===== src/rtl/elevator_call_scheduler_pkg.sv =====
// Shared definitions for the elevator scheduler, controller and segment decoder.
// Latency: none (types and constants only).
// Backpressure: not applicable.
package elevator_call_scheduler_pkg;

    // Default building geometry; the 7-segment display limits this to floors 0-9.
    localparam int NUM_FLOORS_DEF  = 10;
    localparam int FLOOR_W_DEF     = 4;
    localparam int DOOR_CYCLES_DEF = 16;

    // Scheduler FSM encoding; the controller decodes these for its status display.
    typedef enum logic [1:0] {
        IDLE        = 2'd0,
        SELECT      = 2'd1,
        WAIT_ARRIVE = 2'd2,
        DOOR        = 2'd3
    } sched_state_t;

endpackage


===== src/rtl/elevator_call_scheduler_call_button_sync.sv =====
// Call-button front end: per-bit two-flop synchronizer followed by a rising-edge pulse.
// Latency: press sampled at edge k gives a one-cycle pulse after edge k+1.
// Backpressure: none; a held button yields exactly one pulse.
module call_button_sync
    import elevator_call_scheduler_pkg::*;
#(
    parameter int WIDTH = NUM_FLOORS_DEF
) (
    input  logic             clk,
    input  logic             reset,
    input  logic [WIDTH-1:0] btn_raw,
    output logic [WIDTH-1:0] btn_rise
);

    logic [WIDTH-1:0] sync_meta;
    logic [WIDTH-1:0] sync_stable;
    logic [WIDTH-1:0] sync_prev;

    // Two-flop synchronizer plus a delayed copy for edge detection.
    always_ff @(posedge clk or posedge reset) begin
        if (reset) begin
            sync_meta   <= '0;
            sync_stable <= '0;
            sync_prev   <= '0;
        end else begin
            sync_meta   <= btn_raw;
            sync_stable <= sync_meta;
            sync_prev   <= sync_stable;
        end
    end

    // Pulse only on the 0->1 transition of the synchronized button.
    assign btn_rise = sync_stable & ~sync_prev;

endmodule


===== src/rtl/elevator_call_scheduler.sv =====
// SCAN call scheduler: latches call buttons, picks the next target floor, holds it until arrival, runs door dwell.
// Latency: press to pending lamp 3 cycles; pending to req_valid 2 cycles from IDLE.
// Backpressure: req_floor held stable with req_valid until the controller reports arrival at that floor.
module elevator_call_scheduler
    import elevator_call_scheduler_pkg::*;
#(
    parameter int NUM_FLOORS  = NUM_FLOORS_DEF,
    parameter int FLOOR_W     = FLOOR_W_DEF,
    parameter int DOOR_CYCLES = DOOR_CYCLES_DEF
) (
    input  logic                  clk,
    input  logic                  reset,
    input  logic [NUM_FLOORS-1:0] call_btn,
    input  logic [FLOOR_W-1:0]    current_floor,
    input  logic                  arrived,
    output logic                  req_valid,
    output logic [FLOOR_W-1:0]    req_floor,
    output logic [NUM_FLOORS-1:0] pending,
    output logic                  dir_up,
    output logic                  door_open,
    output logic                  floor_err
);

    localparam int CNT_W = $clog2(DOOR_CYCLES + 1);

    sched_state_t          state;
    logic [CNT_W-1:0]      dwell_cnt;
    logic [NUM_FLOORS-1:0] call_rise;
    logic [NUM_FLOORS-1:0] served_mask;
    logic                  floor_bad;
    logic                  arrive_match;
    logic                  up_found;
    logic                  dn_found;
    logic [FLOOR_W-1:0]    up_idx;
    logic [FLOOR_W-1:0]    dn_idx;
    logic                  pick_valid;
    logic [FLOOR_W-1:0]    pick_floor;
    logic                  pick_up;

    call_button_sync #(
        .WIDTH (NUM_FLOORS)
    ) u_call_button_sync (
        .clk      (clk),
        .reset    (reset),
        .btn_raw  (call_btn),
        .btn_rise (call_rise)
    );

    // A reported floor outside the building is a controller fault; never dispatch from it.
    assign floor_bad    = int'(current_floor) >= NUM_FLOORS;
    // req_floor is always a legal floor, so an out-of-range current_floor can never match.
    assign arrive_match = arrived && (current_floor == req_floor);
    assign served_mask  = NUM_FLOORS'(1) << req_floor;

    // Priority scan: lowest pending floor at/above the car and highest at/below it.
    always_comb begin
        up_found = 1'b0;
        up_idx   = '0;
        dn_found = 1'b0;
        dn_idx   = '0;
        // Descending walk so the last hit is the lowest floor at/above the car.
        for (int i = NUM_FLOORS - 1; i >= 0; i--) begin
            if (pending[i] && (FLOOR_W'(i) >= current_floor)) begin
                up_found = 1'b1;
                up_idx   = FLOOR_W'(i);
            end
        end
        // Ascending walk so the last hit is the highest floor at/below the car.
        for (int i = 0; i < NUM_FLOORS; i++) begin
            if (pending[i] && (FLOOR_W'(i) <= current_floor)) begin
                dn_found = 1'b1;
                dn_idx   = FLOOR_W'(i);
            end
        end
    end

    // SCAN choice: keep direction if anything lies ahead, otherwise reverse to the nearest call behind.
    always_comb begin
        pick_valid = 1'b0;
        pick_floor = '0;
        pick_up    = dir_up;
        if (!floor_bad) begin
            if (dir_up) begin
                if (up_found) begin
                    pick_valid = 1'b1;
                    pick_floor = up_idx;
                end else if (dn_found) begin
                    pick_valid = 1'b1;
                    pick_floor = dn_idx;
                    pick_up    = 1'b0;
                end
            end else begin
                if (dn_found) begin
                    pick_valid = 1'b1;
                    pick_floor = dn_idx;
                end else if (up_found) begin
                    pick_valid = 1'b1;
                    pick_floor = up_idx;
                    pick_up    = 1'b1;
                end
            end
        end
    end

    // Scheduler FSM with registered outputs, pending-call latch and sticky floor fault.
    always_ff @(posedge clk or posedge reset) begin
        if (reset) begin
            state     <= IDLE;
            req_valid <= 1'b0;
            req_floor <= '0;
            pending   <= '0;
            dir_up    <= 1'b1;
            door_open <= 1'b0;
            floor_err <= 1'b0;
            dwell_cnt <= '0;
        end else begin
            // New calls always latch; a clear below re-applies call_rise so a same-cycle press wins.
            pending <= pending | call_rise;
            if (floor_bad) begin
                floor_err <= 1'b1;
            end
            case (state)
                IDLE: begin
                    if (|pending) begin
                        state <= SELECT;
                    end
                end
                SELECT: begin
                    if (pick_valid) begin
                        req_floor <= pick_floor;
                        req_valid <= 1'b1;
                        dir_up    <= pick_up;
                        state     <= WAIT_ARRIVE;
                    end else begin
                        state <= IDLE;
                    end
                end
                WAIT_ARRIVE: begin
                    // Target is frozen here; calls arriving meanwhile wait for the next SELECT.
                    if (arrive_match) begin
                        pending   <= (pending & ~served_mask) | call_rise;
                        req_valid <= 1'b0;
                        door_open <= 1'b1;
                        dwell_cnt <= '0;
                        state     <= DOOR;
                    end
                end
                DOOR: begin
                    if (dwell_cnt == CNT_W'(DOOR_CYCLES - 1)) begin
                        door_open <= 1'b0;
                        state     <= IDLE;
                    end else begin
                        dwell_cnt <= dwell_cnt + 1'b1;
                    end
                end
                default: begin
                    state <= IDLE;
                end
            endcase
        end
    end

endmodule


===== config.mk =====
export PLATFORM = sky130hd
export DESIGN_NAME = elevator_call_scheduler
export DESIGN_NICKNAME = d
export VERILOG_FILES = /design/src/rtl/elevator_call_scheduler_pkg.sv /design/src/rtl/elevator_call_scheduler_call_button_sync.sv /design/src/rtl/elevator_call_scheduler.sv
export SDC_FILE = /design/constraint.sdc
export NUM_CORES = 1
export LEC_CHECK = 0
export ABC_CLOCK_PERIOD_IN_PS = 2100
export CORE_MARGIN = 8
export CORE_UTILIZATION = 44
export DETAILED_ROUTE_END_ITERATION = 6
export PLACE_DENSITY = 0.67
export SLEW_MARGIN = 20
export SYNTH_ARGS = -nofsm -noshare
export SYNTH_HDL_FRONTEND = slang
export SYNTH_SLANG_ARGS = --single-unit
export TNS_END_PERCENT = 100

===== constraint.sdc =====
create_clock -name clk -period 2.1 [get_ports clk]
set_input_delay 0.63 -clock clk [delete_from_list [all_inputs] [get_ports clk]]
set_output_delay 0.63 -clock clk [all_outputs]
set_load 0.05 [all_outputs]

==> results of run 1 <==
routing by layer:
metal	vias up	global-route usage (%)	part of all wire, %
met3	16	3.491	5.1
met4	0	6.519	2.5
li1	970	-	-
met5	-	0	0
met1	940	16.57	42
met2	62	24.91	51
kinds of logic (layout without fill, tap and decap cells):
family          Yosys count  in the layout  synth area share [%]
fa+ha+maj                 2              2                 1.022
xor+xnor                  5              5                 1.788
simple gates             65             65                 13.80
flops                    55             55                 56.26
mux                       1              1                0.4599
buf+inv                  35            100                 6.285
compound gates           79             79                 20.39
repair_timing:
item,CTS,global route
gates cloned,0,0
endpoints found under the setup margin,22,13
gates resized for setup,24,13
pin swaps,6,6
buffers inserted,2,3
where the power goes:
| group | switching, mW | internal, mW | total, mW |
|---|---|---|---|
| logic | 0.615 | 0.411 | 1.03 |
| registers | 0.133 | 1.20 | 1.33 |
| clock network | 0.319 | 0.386 | 0.705 |
| total | 1.07 | 1.99 | 3.06 |
sequential cells by signal, summed over array words and instances (netlist names), named ones only:
register	flops
dir_up	1
req_floor	4
door_open	1
u_call_button_sync.sync_prev	10
u_call_button_sync.sync_stable	10
pending	10
floor_err	1
state	1
dwell_cnt	5
req_valid	1
u_call_button_sync.sync_meta	10
critical path, cell delays in order:
cell and delay [ns]:
buf_6 0.10, buf_8 0.12, xor2_4 0.15, nor4_4 0.32, nor3b_4 0.26, buf_4 0.15, nor2_2 0.03, or4b_1 0.52
nand2_1 0.08
Yosys cell counts (2+ instances only):
master and instances:
a21boi_0 2, a21o_1 2, a21oi_1 9, a22oi_1 4
a31oi_1 3, and3_1 3, buf_2 6, buf_4 2
clkbuf_1 2, dfrtp_1 54, ha_1 2, inv_1 24
nand2_1 12, nand2b_1 3, nand3_1 6, nand3b_1 2
nor2_1 24, nor2b_1 3, nor3_1 4, o21ai_0 36
o22a_1 4, o22ai_1 4, o31ai_1 3, xor2_1 4
area by class of cell:
| cell class | count | area (um2) | area share [%] |
|---|---|---|---|
| clock inverters | 2 | 35.03 | 1.072 |
| flip-flops and latches | 55 | 1380 | 42.24 |
| clock buffers | 6 | 82.58 | 2.528 |
| well taps | 72 | 90.09 | 2.758 |
| inverters | 24 | 90.09 | 2.758 |
| repair buffers | 68 | 585.6 | 17.92 |
| multi-input cells | 152 | 1003 | 30.72 |
worst max-delay path by stage:
stage / endpoint / slack, ns / cells after the start
CTS: dwell_cnt[2] / -0.02 / 8
global placement: pending[1] / -0.71 / 9
finish: dwell_cnt[2] / -0.03 / 9
detailed placement: pending[1] / -0.74 / 8
global route: dwell_cnt[2] / -0.1 / 9
floorplan: dwell_cnt[2] / -0.14 / 7
==> impl_metrics.tcl, run 1 <==
set metrics [dict create \
    status "complete, but fails checks" \
    cp-end-kind "register" \
    drtAntennaViolNets 0 \
    grt_overflow 0 \
    cts_inserted_buffers 5 \
    cts.sinks 55 \
    drc 0 \
    hold_viol_final 0 \
    die_area_um2 8208 \
    syn-num-nets 261 \
    place_area_um2 3042 \
    violations "setup timing" \
    worstReg2RegStart "req_floor[0]" \
    start_util_pct 45.02 \
    cp.arrival_ns 2.36 \
    r2r_cells 7 \
    synth_edf_count 0 \
    grt_pass1_vias 2078 \
    synth.area.top_cells "dfrtp_1 55%, o21ai_0 7.4%, inv_1 3.7%" \
    ys_warn_count 0 \
    async_flop_share_pct 100.0 \
    finalMaxSlewViolations 0 \
    cts_tree "built" \
    mostFrequentLayoutCell "dfrtp_1" \
    layout-drive-gt1-share_pct 27.36 \
    dr.pass1.iters 5 \
    grt_pass1_wl_mm 9.784 \
    synthCells 242 \
    tightest_slew_ns 0.3802 \
    criticalPathCategory "primary input to register" \
    max_freq_mhz 470.5 \
    instances_no_fill 379 \
    rrSetupSlack_ns 0.01 \
    post-route-min-period_ns 2.125 \
    holdPathEnd "u_call_button_sync.sync_stable[7]" \
    ioPinCount 35 \
    die_x_um 90.60 \
    fin_util_pct 60.06 \
    setup_viol 1 \
    worstHoldStart "u_call_button_sync.sync_meta[7]" \
    hold_path.class "register to register" \
    clk_pin_slew_worst_paths_ns 0.09 \
    cts_buffer_depth 2 \
    area_growth_pct 33.42 \
    tns_ns -0.02528 \
    num_rows 27 \
    synth_top_cell_area_share_pct 55.19 \
    wl_mm 5.742 \
    seq_area_frac_synth_pct 56.26 \
    syn-cell-area_um2 2449 \
    final_nets 325 \
    synth-seq-cells 55 \
    wire_per_inst_um 15.15 \
    viasPerCell 5.245 \
    crit_fanout 7 \
    ys_types 48 \
    fill_cells 474 \
    slew_headroom_pct 74.39 \
    finalCritPeriodShare_pct 101.2 \
    core_region_area_um2 5439 \
    final_area_um2 3267 \
    cp-start-kind "primary input" \
    hpwl_mm 4.341 \
    synth-main-ff-cell "dfrtp_1" \
    power_mw 3.061 \
    num_antenna_cells 0 \
    rsz0062_at_grt "true" \
    root_buffer "clkbuf_8" \
    crit_required_ns 2.34 \
    max_cap_violations 0 \
    post-place-cells 366 \
    vdd_drop_max_v 0.0004888 \
    grt.total_usage_pct 14.48 \
    yosysTopAreaCell "dfrtp_1" \
    drt-initial-drc-count 64 \
    layout_common_cells "52 x dfrtp_1, 46 x buf_4, 33 x o21ai_0" \
    antenna_found_initial 0 \
    cts-hold-fix-buffers 0 \
    setup_slack_ns -0.02528 \
    syn_avg_cell_area_um2 10.12 \
    dp_slack_ns -0.7410 \
    io_buffers 34 \
    globalplace.congestion 0.9125 \
    clock_skew_ns 0.01049 \
    clk_latency_ns 0.30 \
    power_density_nw_per_um2 936.9 \
    crit_start "current_floor[0]" \
    fp.dieH_um 90.60 \
    grt_max_degree 47 \
    vias 1988 \
    r2r_end "dwell_cnt[2]" \
    cts_max_level 2 \
    holdWs_ns 0.3539 \
    leakage_nw 1.456 \
    min_path_cells 0 \
]
No activity file was read; power rests on OpenSTA's default activity.
==> run 2: changes to the inputs <==
Settings changed: REMOVE_ABC_BUFFERS set to 1.
==> impl_metrics.tcl, run 2 (same netlist as run 1, synthesis figures left out) <==
set metrics [dict create \
    status "complete, but fails checks" \
    violations "setup timing" \
    start_util_pct 45.02 \
    dr.pass1.iters 4 \
    worstHoldStart "u_call_button_sync.sync_meta[7]" \
    r2r_cells 7 \
    clk_pin_slew_worst_paths_ns 0.10 \
    worstReg2RegStart "req_floor[0]" \
    clock_skew_ns 0.004932 \
    layout_common_cells "67 x buf_4, 54 x dfrtp_1, 27 x o21ai_0" \
    r2r_end "dwell_cnt[2]" \
    cp.buffers_inverters 3 \
    holdWs_ns 0.3554 \
    path_depth 9 \
    cts-hold-fix-buffers 0 \
    max_freq_mhz 454.0 \
    ioPinCount 35 \
    die_area_um2 8208 \
    slew_headroom_pct 66.52 \
    cts_max_level 2 \
    cts_buffer_depth 2 \
    post-place-cells 377 \
    drt-initial-drc-count 64 \
    hpwl_mm 4.430 \
    cts_tree "built" \
    max_cap_violations 0 \
    criticalPathCategory "primary input to register" \
    drtAntennaViolNets 0 \
    cp-end-kind "register" \
    hold_viol_final 0 \
    setup_viol 3 \
    final_nets 350 \
    cp.arrival_ns 2.46 \
    grt.total_usage_pct 15.54 \
    cp-start-kind "primary input" \
    holdPathEnd "u_call_button_sync.sync_stable[7]" \
    grt_overflow 0 \
    min_path_cells 0 \
    wire_per_inst_um 15.89 \
    root_buffer "clkbuf_8" \
    wl_mm 6.419 \
    layout-drive-gt1-share_pct 34.04 \
    io_buffers 34 \
    crit_start "current_floor[2]" \
    crit_top_cell "buf_6" \
    viasPerCell 5.396 \
    num_antenna_cells 0 \
    rrSetupSlack_ns -0.07 \
    crit_path_max_incr_delay_ns 0.55 \
    cts_inserted_buffers 5 \
    dp_slack_ns -0.8285 \
    drc 0 \
    leakage_nw 1.589 \
    num_rows 27 \
    vdd_drop_max_v 0.0005012 \
    cts.sinks 55 \
    die_x_um 90.60 \
    power_mw 3.079 \
    instances_no_fill 404 \
    clk_latency_ns 0.31 \
    antenna_found_initial 0 \
    finalMaxSlewViolations 0 \
    finalCritPeriodShare_pct 104.9 \
    power_density_nw_per_um2 878.3 \
    hold_path.class "register to register" \
    rsz0062_at_grt "true" \
    crit_chain "buf_6, buf_6, xor2_4, nor4_4, nor3b_4, buf_4, nor2_2, or4b_1, nand2_1" \
    area_growth_pct 43.18 \
    crit_slowest_cell "or4b_1" \
    crit_fanout 7 \
    vias 2180 \
    grt_max_degree 32 \
    crit_required_ns 2.35 \
    crit_family "simple AND/OR/NAND/NOR gates" \
    setup_slack_ns -0.1025 \
    tightest_slew_ns 0.5015 \
    post-route-min-period_ns 2.202 \
    grt_pass1_vias 2228 \
    grt_pass1_wl_mm 10.52 \
    mostFrequentLayoutCell "buf_4" \
    core_region_area_um2 5439 \
    fp.dieH_um 90.60 \
    globalplace.congestion 0.9116 \
]
-- run 2: metrics by stage --
step	TNS (ns)	cell area [um2]	util [%]
5_1_grt	-0.4781	3506	64.46
2_1_floorplan	-0.08544	2385	-
3_5_place_dp	-15.42	3108	57.14
4_1_cts	-0.1140	3381	62.16
3_3_place_gp	-14.12	3108	57.14
6_report	-0.2326	3506	64.46
-- run 2: layer usage --
layer  vias to the layer above  routed length (um)  track usage (%)
met2                        78                3242            25.64
met4                         0                 265            7.906
met1                      1058                2624            18.26
met3                        24                 286            3.907
met5                         -                   0                0
li1                       1020                   -                -
-- run 2: worst max path at each step --
stage | slack [ns] | endpoint
6_report | -0.10 | dwell_cnt[2]
5_1_grt | -0.15 | req_floor[1]
4_1_cts | -0.08 | dwell_cnt[2]
3_5_place_dp | -0.83 | pending[0]
3_3_place_gp | -0.76 | pending[0]
2_1_floorplan | -0.09 | dwell_cnt[2]
-- run 2: power breakdown --
part	internal, mW	switching [mW]	total [mW]
Sequential	1.19	0.139	1.33
Clock	0.246	0.355	0.601
Combinational	0.481	0.664	1.15
-- run 2: repair_timing --
action / CTS / global route
pin swaps: 9 / 6
setup buffers: 14 / 5
gates resized for setup: 39 / 19
setup endpoints to repair: 23 / 14
-- run 2: cell type report --
type,count,area (um2)
fillers,442,1933
repair buffers,93,808.3
clock buffers,5,68.82
well taps,72,90.09
clock inverters,3,26.28
inverters,24,90.09
multi-input cells,152,1045
flip-flops and latches,55,1378
==> run 3: changes to the inputs <==
--- a/config.mk
+++ b/config.mk
@@ -16,3 +16,3 @@
 export SYNTH_HDL_FRONTEND = slang
 export SYNTH_SLANG_ARGS = --single-unit
-export TNS_END_PERCENT = 100
+export TNS_END_PERCENT = 10
==> constraint.sdc (replaced) <==
create_clock -name clk -period 2.1 [get_ports clk]
set_input_delay 0.63 -clock clk [delete_from_list [all_inputs] [get_ports clk]]
set_output_delay 0.63 -clock clk [all_outputs]
set_load 0.1 [all_outputs]
==> impl_metrics.tcl, run 3 (same netlist as run 1, synthesis figures left out) <==
set metrics [dict create \
    status "complete, no violations" \
    criticalPathCategory "primary input to register" \
    layout-drive-gt1-share_pct 31.48 \
    setup_viol 0 \
    cp-start-kind "primary input" \
    setup_slack_ns 0.03027 \
    power_density_nw_per_um2 938.8 \
    busiest_layer "met2" \
    cts.sinks 55 \
    grt.total_usage_pct 15.08 \
    fp.dieH_um 90.60 \
    grt_pass1_wl_mm 10.25 \
    grt_overflow 0 \
    fin_util_pct 65.75 \
    use_met2_pct 26.92 \
    globalplace.congestion 0.9216 \
    cp.arrival_ns 2.26 \
    power_frac_comb_pct 42.5 \
    layout_common_cells "54 x dfrtp_1, 42 x buf_4, 27 x o21ai_0" \
    wl_mm 5.960 \
    core_region_area_um2 5439 \
    dp_slack_ns -0.7915 \
    vdd_drop_max_v 0.0005767 \
    ioPinCount 35 \
    hold_viol_final 0 \
    met3_usage_pct 2.577 \
    cts_inserted_buffers 5 \
    area_growth_pct 46.04 \
    leakage_nw 1.627 \
    final_nets 342 \
    vias 2107 \
    finalCritPeriodShare_pct 98.56 \
    multi_input_area_um2 1008 \
    cts_max_level 2 \
    fill_cells 438 \
    num_antenna_cells 0 \
    slew_headroom_pct 77.29 \
    die_x_um 90.60 \
    crit_required_ns 2.29 \
    sw_frac_of_total_pct 40.23 \
    root_buffer "clkbuf_8" \
    cts-hold-fix-buffers 0 \
    hpwl_mm 4.455 \
    cts_buffer_depth 2 \
    rsz0062_at_grt "true" \
    drc 0 \
    cp-end-kind "register" \
    gr-usage-met1_pct 17.15 \
    hold_path.class "register to register" \
    finalMaxSlewViolations 0 \
    clk_latency_ns 0.31 \
    max_cap_violations 0 \
    final_area_um2 3576 \
    grt_pass1_vias 2265 \
    tightest_slew_ns 0.3380 \
    dr.pass1.iters 5 \
    max_freq_mhz 483.2 \
    clkPwrFrac_pct 17.8 \
    seqCellArea_um2 1378 \
    seqPwrFrac_pct 39.8 \
    internal_power_mw 2.007 \
    clk_pin_slew_worst_paths_ns 0.10 \
    holdWs_ns 0.3577 \
    cts_tree "built" \
    start_util_pct 45.02 \
    place_area_um2 3301 \
    wire_per_inst_um 15.05 \
    grt_max_degree 33 \
    crit_fanout 5 \
    post-route-min-period_ns 2.070 \
    p_switching_mw 1.351 \
    viasPerCell 5.321 \
    num_rows 27 \
    drtAntennaViolNets 0 \
    die_area_um2 8208 \
    mostFrequentLayoutCell "dfrtp_1" \
    clock_skew_ns 0.004938 \
    antenna_found_initial 0 \
    drt-initial-drc-count 80 \
    io_buffers 34 \
]
-- run 3: cell count changes in the layout (fill, tap and decap cells not counted), sizes merged --
cell | before | now
buf | 81 | 72
clkbuf | 5 | 6
-- run 3: power groups by stage --
| stage | Clock [mW] | Sequential, mW | Combinational, mW |
|---|---|---|---|
| after floorplan | 0 | 1.75 | 0.345 |
| after global placement | 0 | 1.33 | 1.34 |
| after detailed placement | 0 | 1.34 | 1.36 |
| after CTS | 0.615 | 1.33 | 1.42 |
| after global routing | 0.653 | 1.35 | 1.52 |
| final | 0.596 | 1.33 | 1.43 |
-- run 3: final timing paths --
kind                                                 start  slack, ns  cells past startpoint                                end
setup / recovery                          current_floor[1]       0.03                      9                       req_floor[0]
hold / removal             u_call_button_sync.sync_meta[9]       0.36                      0  u_call_button_sync.sync_stable[9]
setup reg to reg                              req_floor[2]       0.08                      7                         pending[0]
hold reg to reg            u_call_button_sync.sync_meta[9]       0.36                      0  u_call_button_sync.sync_stable[9]
max in group asynchronous                            reset       1.05                      3  u_call_button_sync.sync_stable[2]
min in group asynchronous                            reset       0.59                      2                           state[0]
-- run 3: what timing repair did --
item | CTS | global route
buffers inserted | 5 | 4
pin swaps | 5 | 5
endpoints found under the setup margin | 23 | 18
gates cloned | 3 | 0
endpoints found under the hold margin | 0 | 0
resized for setup | 34 | 17
-- run 3: layout make-up --
| type | count | area share, % |
|---|---|---|
| flip-flops and latches | 55 | 38.52 |
| multi-input cells | 152 | 28.20 |
| repair buffers | 85 | 25.58 |
| inverters | 24 | 2.519 |
| well taps | 72 | 2.519 |
| clock buffers | 5 | 1.924 |
| clock inverters | 3 | 0.7348 |
-- run 3: stage by stage --
stage,power (mW),std cells,TNS [ns]
after global placement,2.670,376,-14.14
after floorplan,2.094,231,-3.950
final,3.357,396,0
after global routing,3.520,396,-0.1158
after CTS,3.372,392,0
after detailed placement,2.695,376,-15.26
-- run 3: per-layer routing --
| layer | part of all wire, % | routed length (um) |
|---|---|---|
| met1 | 41 | 2459 |
| met2 | 52 | 3115 |
| met3 | 5.1 | 302 |
| met4 | 1.4 | 82 |
| met5 | 0 | 0 |
-- run 3: critical path, stage by stage --
cell and delay (ns):
buf_2 0.11, buf_2 0.15, o41a_1 0.46, buf_4 0.15
o221ai_1 0.07, a31oi_1 0.11, a221o_1 0.27, a32oi_1 0.20
a21oi_1 0.10
